===== src/rtl/alu_issue.sv =====
// ============================================================================
// Module      : alu_issue
// Description : Decode/issue stage for the 16-bit ALU. A scoreboard blocks
//               RAW/WAW hazards, and a one-entry valid/ready output register
//               holds the {opcode, A, B, rd} bundle sent to EX.
// Revision    : 1.0 - initial release
// ============================================================================
`default_nettype none

module alu_issue #(
    parameter int NREG = 16,
    parameter int DW   = 16
) (
    input  logic          clk,
    input  logic          rst,
    input  logic          in_valid,
    input  logic [15:0]   in_instr,
    output logic          in_ready,
    output logic [3:0]    rf_raddr1,
    output logic [3:0]    rf_raddr2,
    input  logic [DW-1:0] rf_rdata1,
    input  logic [DW-1:0] rf_rdata2,
    output logic          ex_valid,
    input  logic          ex_ready,
    output logic [2:0]    ex_opcode,
    output logic [DW-1:0] ex_A,
    output logic [DW-1:0] ex_B,
    output logic [3:0]    ex_rd,
    input  logic          wb_valid,
    input  logic [3:0]    wb_rd,
    output logic          illegal
);

    logic [3:0]      w_op;
    logic [3:0]      w_rd;
    logic [3:0]      w_rs;
    logic [3:0]      w_rt;
    logic            w_uses_rt;
    logic [NREG-1:0] w_wb_mask;
    logic [NREG-1:0] w_set_mask;
    logic [NREG-1:0] w_pend_eff;
    logic            w_hazard;
    logic            w_slot_free;
    logic            w_issue;
    logic            w_drop;
    logic [DW-1:0]   w_opa;
    logic [DW-1:0]   w_opb;

    logic [NREG-1:0] r_pending;
    logic            r_ex_valid;
    logic [2:0]      r_ex_opcode;
    logic [DW-1:0]   r_ex_A;
    logic [DW-1:0]   r_ex_B;
    logic [3:0]      r_ex_rd;
    logic            r_illegal;

    assign w_op      = in_instr[15:12];
    assign w_rd      = in_instr[11:8];
    assign w_rs      = in_instr[7:4];
    assign w_rt      = in_instr[3:0];
    assign rf_raddr1 = w_rs;
    assign rf_raddr2 = w_rt;

    // Shift/rotate ops carry a 4-bit immediate in the rt field.
    assign w_uses_rt = !(w_op[2:0] == 3'd4 || w_op[2:0] == 3'd5 || w_op[2:0] == 3'd6);

    always_comb begin
        w_wb_mask = '0;
        if (wb_valid && wb_rd != 4'd0) w_wb_mask[wb_rd] = 1'b1;
    end

    // Writeback in the same cycle releases the hazard immediately.
    assign w_pend_eff  = r_pending & ~w_wb_mask;
    assign w_hazard    = w_pend_eff[w_rs] | (w_uses_rt & w_pend_eff[w_rt]) | w_pend_eff[w_rd];
    assign w_slot_free = ~r_ex_valid | ex_ready;
    assign in_ready    = w_op[3] ? 1'b1 : (w_slot_free & ~w_hazard);
    assign w_issue     = in_valid & in_ready & ~w_op[3];
    assign w_drop      = in_valid & w_op[3];

    always_comb begin
        w_set_mask = '0;
        if (w_issue && w_rd != 4'd0) w_set_mask[w_rd] = 1'b1;
    end

    assign w_opa = (w_rs == 4'd0) ? '0 : rf_rdata1;
    assign w_opb = !w_uses_rt      ? {{(DW-4){1'b0}}, w_rt} :
                   (w_rt == 4'd0)  ? '0 : rf_rdata2;

    always_ff @(posedge clk) begin
        if (rst) begin
            r_pending   <= '0;
            r_ex_valid  <= 1'b0;
            r_ex_opcode <= 3'd0;
            r_ex_A      <= '0;
            r_ex_B      <= '0;
            r_ex_rd     <= 4'd0;
            r_illegal   <= 1'b0;
        end else begin
            r_pending <= w_pend_eff | w_set_mask;
            r_illegal <= w_drop;
            if (w_issue) begin
                r_ex_valid  <= 1'b1;
                r_ex_opcode <= w_op[2:0];
                r_ex_A      <= w_opa;
                r_ex_B      <= w_opb;
                r_ex_rd     <= w_rd;
            end else if (ex_ready) begin
                r_ex_valid  <= 1'b0;
            end
        end
    end

    assign ex_valid  = r_ex_valid;
    assign ex_opcode = r_ex_opcode;
    assign ex_A      = r_ex_A;
    assign ex_B      = r_ex_B;
    assign ex_rd     = r_ex_rd;
    assign illegal   = r_illegal;

endmodule

`default_nettype wire

===== config.mk =====
export PLATFORM = sky130hd
export DESIGN_NAME = alu_issue
export DESIGN_NICKNAME = d
export VERILOG_FILES = /design/src/rtl/alu_issue.sv
export SDC_FILE = /design/constraint.sdc
export NUM_CORES = 1
export LEC_CHECK = 0
export BUFFER_PORTS_ARGS = -buffer_cell sky130_fd_sc_hd__buf_4
export CELL_PAD_IN_SITES_DETAIL_PLACEMENT = 0
export CELL_PAD_IN_SITES_GLOBAL_PLACEMENT = 2
export CORE_ASPECT_RATIO = 1.5
export CORE_MARGIN = 2
export CORE_UTILIZATION = 28
export DETAILED_ROUTE_END_ITERATION = 7
export HOLD_SLACK_MARGIN = 0.15
export PLACE_DENSITY = 0.8
export SETUP_SLACK_MARGIN = 0.02
export SYNTH_ARGS = -nofsm -noshare
export SYNTH_HDL_FRONTEND = slang
export SYNTH_SLANG_ARGS = --single-unit

===== constraint.sdc =====
create_clock -name clk -period 3 [get_ports clk]
set_input_delay 0.3 -clock clk [delete_from_list [all_inputs] [get_ports clk]]
set_output_delay 0.3 -clock clk [all_outputs]
set_load 0.005 [all_outputs]

=== Yosys cells after proc, flatten, opt, wreduce, memory -nomap -nowiden ===
Cells that the tools add are included.

* Output and inout port bits: 50
* Logic and storage cells: 60
* Latch bits: 0
* Register bits after elaboration: 57
* Input port bits: 57
* Memories: 0
* ROM bits: 0
* RAM bits: 0

* Add/subtract/negate cells: 0
* Magnitude comparators: 6
* Eq/ne operators: 3
* Shifts and indexed selects: 0
* Divide/modulo/power cells: 0
* $mul: 0
* Reduce and logical (&&, ||, !) cells: 12
* Bitwise gates (word level): 14
* Mux-type cells: 18

{| class="wikitable"
|+ Operator list
! operator !! count
|-
| two-way mux 16 bit || 5
|-
| less-than comparator 4 x 5 -> 1 bit, second input constant || 4
|-
| bitwise AND 16 bit || 1
|-
| NOT 16 bit || 1
|-
| bitwise OR 16 bit || 1
|-
| binary-select mux 1 bit (select 4 bit) || 3
|-
| == test 3 bit, second input constant || 3
|-
| demux 1 bit (select 4 bit) || 2
|-
| >= comparator 4 x 1 -> 1 bit, second input constant || 2
|-
| zero test 4 bit || 2
|-
| two-way mux 1 bit || 8
|-
| nonzero test 4 bit || 2
|-
| bitwise AND 1 bit || 5
|-
| logical AND 1 bit || 4
|-
| NOT 1 bit || 3
|-
| bitwise OR 1 bit || 3
|-
| logical OR 1 bit || 2
|-
| nonzero test 2 bit || 1
|-
| zero test 1 bit || 1
|}

=== Logic depth before layout (Yosys ltp) ===
* Depth after elaboration: 20
* Depth in mapped cells: 10
* Mapped depth without buffers: 7

=== Least setup slack after synthesis ===
No wires, ideal clock.

* Path kind: input port to flip-flop
* From: input in_instr[1]
* To: register r_ex_A[0] (netlist: ex_A[0])
* Stages on the path: 9
* Required time: 2928 ps
* Setup time: 72 ps
* Path buffers: 3
* Arrival: 2181 ps
* Slack: 747 ps
* Cells stage by stage: buf_2 -> clkinv_1 -> mux4_2 -> or3b_1 -> and3_4 -> nand4_2 -> buf_6 -> buf_6 -> mux2i_1

* Cells in the longest elaborated chain, start to end: 10

{| class="wikitable"
|+ RTL lines
! what !! RTL line !! RTL
|-
| start: declaration || 17 || <nowiki>input logic [15:0] in_instr,</nowiki>
|-
| binary-select mux 1 bit (select 4 bit) || 74 || <nowiki>assign w_hazard = w_pend_eff[w_rs] | (w_uses_rt & w_pend_eff[w_rt]) | w_pend_eff[w_rd];</nowiki>
|-
| two-way mux 1 bit (not written as such) || 74 ||
|-
| bitwise AND 1 bit || 74 ||
|-
| bitwise OR 1 bit (2 in series) || 74 ||
|-
| NOT 1 bit || 76 || <nowiki>assign in_ready = w_op[3] ? 1'b1 : (w_slot_free & ~w_hazard);</nowiki>
|-
| bitwise AND 1 bit || 76 ||
|-
| two-way mux 1 bit || 76 ||
|-
| bitwise AND 1 bit (2 in series) || 77 || <nowiki>assign w_issue = in_valid & in_ready & ~w_op[3];</nowiki>
|-
| end signal: assignment || 104 || <nowiki>r_ex_A <= w_opa;</nowiki>
|-
| end: declaration || 52 || <nowiki>logic [DW-1:0] r_ex_A;</nowiki>
|}

No other way between the ends. The select of a mux whose other input is x is not followed.
A chain may end at the register's enable or synchronous reset.

=== Worst setup path in the final report ===
* From: input wb_rd[3]
* To: output in_ready

* Cells in the longest elaborated chain, start to end: 15
* Elaborated cells between the ends (all ways): 22
* Classes of those cells: 2 x order compare; 10 x mux; 7 x bitwise; 3 x reduce/logical

{| class="wikitable"
|+ RTL lines
! what !! RTL line !! RTL
|-
| start: declaration || 30 || <nowiki>input logic [3:0] wb_rd,</nowiki>
|-
| less-than comparator 4 x 5 -> 1 bit (not written as such) or >= comparator 4 x 1 -> 1 bit (tied branches) || 69 || <nowiki>if (wb_valid && wb_rd != 4'd0) w_wb_mask[wb_rd] = 1'b1;</nowiki>
|-
| logical AND 1 bit (not written as such) || 69 ||
|-
| two-way mux 1 bit (not written as such) || 69 ||
|-
| demux 1 bit (select 4 bit) || 69 ||
|-
| two-way mux 16 bit (*) || 69 ||
|-
| NOT 16 bit (*) || 73 || <nowiki>assign w_pend_eff = r_pending & ~w_wb_mask;</nowiki>
|-
| bitwise AND 16 bit (*) || 73 ||
|-
| binary-select mux 1 bit (select 4 bit) || 74 ||
|-
| two-way mux 1 bit (not written as such) || 74 ||
|-
| bitwise AND 1 bit || 74 ||
|-
| bitwise OR 1 bit || 74 ||
|-
| bitwise OR 1 bit (*) || 74 ||
|-
| NOT 1 bit (*) || 76 ||
|-
| bitwise AND 1 bit (*) || 76 ||
|-
| two-way mux 1 bit (*) || 76 ||
|-
| end: declaration || 18 || <nowiki>output logic in_ready,</nowiki>
|}

Mark *: on every way between the ends. The rest lies on a longest branch, timed or not. The select of a mux whose other input is x is not followed.

==> results_dict.tcl <==
set metrics [dict create \
    cts_resized 0 \
    die_h_um 133 \
    slew_headroom_pct 37.1 \
    setup_viol 0 \
    io_pins 107 \
    place_congestion 0.861 \
    die_x_um 89.8 \
    reg2regPathDepth 7 \
    synthCells 361 \
    netlist-cell-type-count 55 \
    cellLeakagePower_nw 1.88 \
    drtAntennaViolNets 0 \
    synth_edf_count 0 \
    port_buffers 106 \
    syn_nets 418 \
    grt_pass1_wl_mm 16.3 \
    place_inst 595 \
    viasPerCell 5.01 \
    ys_ff_latch 57 \
    critical-path-max-stage-delay_ps 510 \
    timing.rr.end "ex_B[14]" \
    rrSetupSlack_ps 630 \
    multiInputGateArea_um2 1730 \
    grt_max_degree 56 \
    num_rows 47 \
    cts_sinks 57 \
    fill_cells 1131 \
    placed_cell_area_um2 4020 \
    cts.clk_slew.worst_paths_ps 50 \
    peakVddDrop_mv 0.253 \
    drt_iter0_drc 174 \
    crit_buf_inv 2 \
    worstMarginPinSlew_ps 941 \
    yosys_warnings 0 \
    cts_max_level 3 \
    grt_usage_pct 17.3 \
    clock_path_buffers 2 \
    synthTopCellsByArea "dfxtp_1, mux2i_1, nand2_1" \
    yosysTopAreaCellShare_pct 36.9 \
    dominantRegCellSynth "dfxtp_1" \
    post_cts_buffers 0 \
    fin_skew_ps 8.03 \
    min_from "in_valid" \
    cellPowerDensity_nw_per_um2 471 \
    critPathRequiredTime_ps 2700 \
    critPathTopFamily "simple AND/OR/NAND/NOR gates" \
    worst-path-max-fanout 8 \
    grt_setup_unrepaired "no" \
    cp-startpoint "wb_rd[3]" \
    hold_class "in -> reg" \
    core_area_um2 10900 \
    grt_pass1_vias 3053 \
    critPathArrivalTime_ps 2380 \
    timing.rr.start "r_pending[3]" \
    diodes 0 \
    yosysMostFrequentCell "nand2_1" \
    yosys-top-cells-count "nand2_1, dfxtp_1, mux2i_1, clkbuf_1, o211ai_1" \
    regArea_um2 1140 \
    crit_type "in -> out" \
    cts_tree "done" \
    critPathCapture "in_ready" \
    crit_chain "buf_4, nand3_1, o21ai_0, mux4_2, or3b_1, and3_4, a31o_2, buf_4" \
    initial_utilization_pct 28.4 \
    numCtsBuffers 9 \
    hold_viol_final 0 \
    fin_area_um2 4270 \
    slowest_stage "mux4_2" \
    gr-total-overflow 0 \
    cp_common_cell "buf_4" \
    synth_area_um2 3090 \
    die-area_um2 11900 \
    fin_crit_ps 2680 \
    clock-root-buffer "clkbuf_16" \
    drc 0 \
    drive_above_1_share_pct 31.9 \
    cap_viol_max_count 0 \
    status "finished clean" \
    fmax_ghz 0.373 \
    routed_wl_mm 10.2 \
    first_pass_iters 4 \
    wire_per_inst_um 16.7 \
    fin_tns_setup_ps 0 \
    area_delta_synth_final_pct 38.0 \
    antenna_found_initial 0 \
    post-route-util_pct 39.2 \
    async_flop_share_pct 0 \
    maxSlewViolCount 0 \
    clock_latency_ps 320 \
    dp_hpwl_mm 7.49 \
    critPathLaunchType "input pin" \
    yosys.area.top_type "dfxtp_1" \
    synth_sequential_area_ratio_pct 36.9 \
    period_share_pct 89.5 \
    hold_buffers 0 \
    cp.depth 8 \
    finalNonFillerCells 608 \
    worstSetupEndpointType "primary output" \
    syn_area_per_cell_um2 8.57 \
    layout.nets 516 \
    via_count 3044 \
]
==> layer usage <==
metal  global-route usage [%]  share of wire [%]  vias up
met3                     4.04                5.2       13
met5                        0                  0        -
li1                         -                  -     1494
met2                     30.6                 53       93
met4                     8.12                2.1        0
met1                     19.6                 39     1444
==> placed cells by master, fill, tap and decap left out, types with 7 or more instances in the layout <==
| cell | instances |
|---|---|
| or3_1 | 7 |
| nor2b_1 | 8 |
| o21ai_0 | 13 |
| o22ai_1 | 12 |
| clkbuf_16 | 9 |
| nor2_1 | 11 |
| mux2i_1 | 42 |
| o211ai_1 | 14 |
| buf_4 | 122 |
| nand2_1 | 81 |
| dfxtp_1 | 57 |
==> worst min-delay path by stage <==
| stage | endpoint | slack [ps] | cells after the start |
|---|---|---|---|
| 6_report | illegal | 220 | 2 |
| 5_1_grt | illegal | 220 | 2 |
| 4_1_cts | illegal | 200 | 2 |
| 3_5_place_dp | ex_opcode[0] | 450 | 2 |
| 2_1_floorplan | ex_A[0] | 440 | 2 |
| 3_3_place_gp | ex_opcode[0] | 440 | 2 |
==> state kept, by name, summed over array words and instances (netlist names) <==
signal and count:
ex_A 16, ex_B 16, ex_opcode 3, ex_rd 4
ex_valid 1, illegal 1, r_pending 16
==> layout make-up <==
type	count	area share, %
multi-input cells	260	40.4
flip-flops and latches	57	26.7
repair buffers	123	21.9
clock buffers	12	5.77
well taps	147	4.31
inverters	8	0.703
clock inverters	1	0.117
==> worst reg2reg max path: stages, from the launching register on <==
cell       delay (ps)
dfxtp_1           300
o21ai_0           210
mux2_2            350
a2111oi_0         560
a21oi_2           170
nand4_4           200
buf_4             280
mux2i_1           220
==> kinds of logic after synthesis <==
logic type,share of synthesized area [%]
AND/OR/NAND/NOR,21.6
multiplexers,15.4
buffers and inverters,7.60
AO/OA/AOI/OAI,18.5
flip-flops,36.9
==> through the flow <==
stage                     total power, mW  worst slack, ps  hold slack [ps]
final                                2.01              316              218
after global routing                 2.11              216              221
after CTS                            2.05              325              204
after detailed placement             1.14              221              447
after global placement               1.14              247              444
after floorplan                     0.979              747              439
==> where the power goes <==
group	switching (mW)	internal (mW)	total (mW)
clock	0.329	0.565	0.894
combinational	0.166	0.155	0.321
sequential	0.0137	0.784	0.798
(Power assumes the default switching activity.)
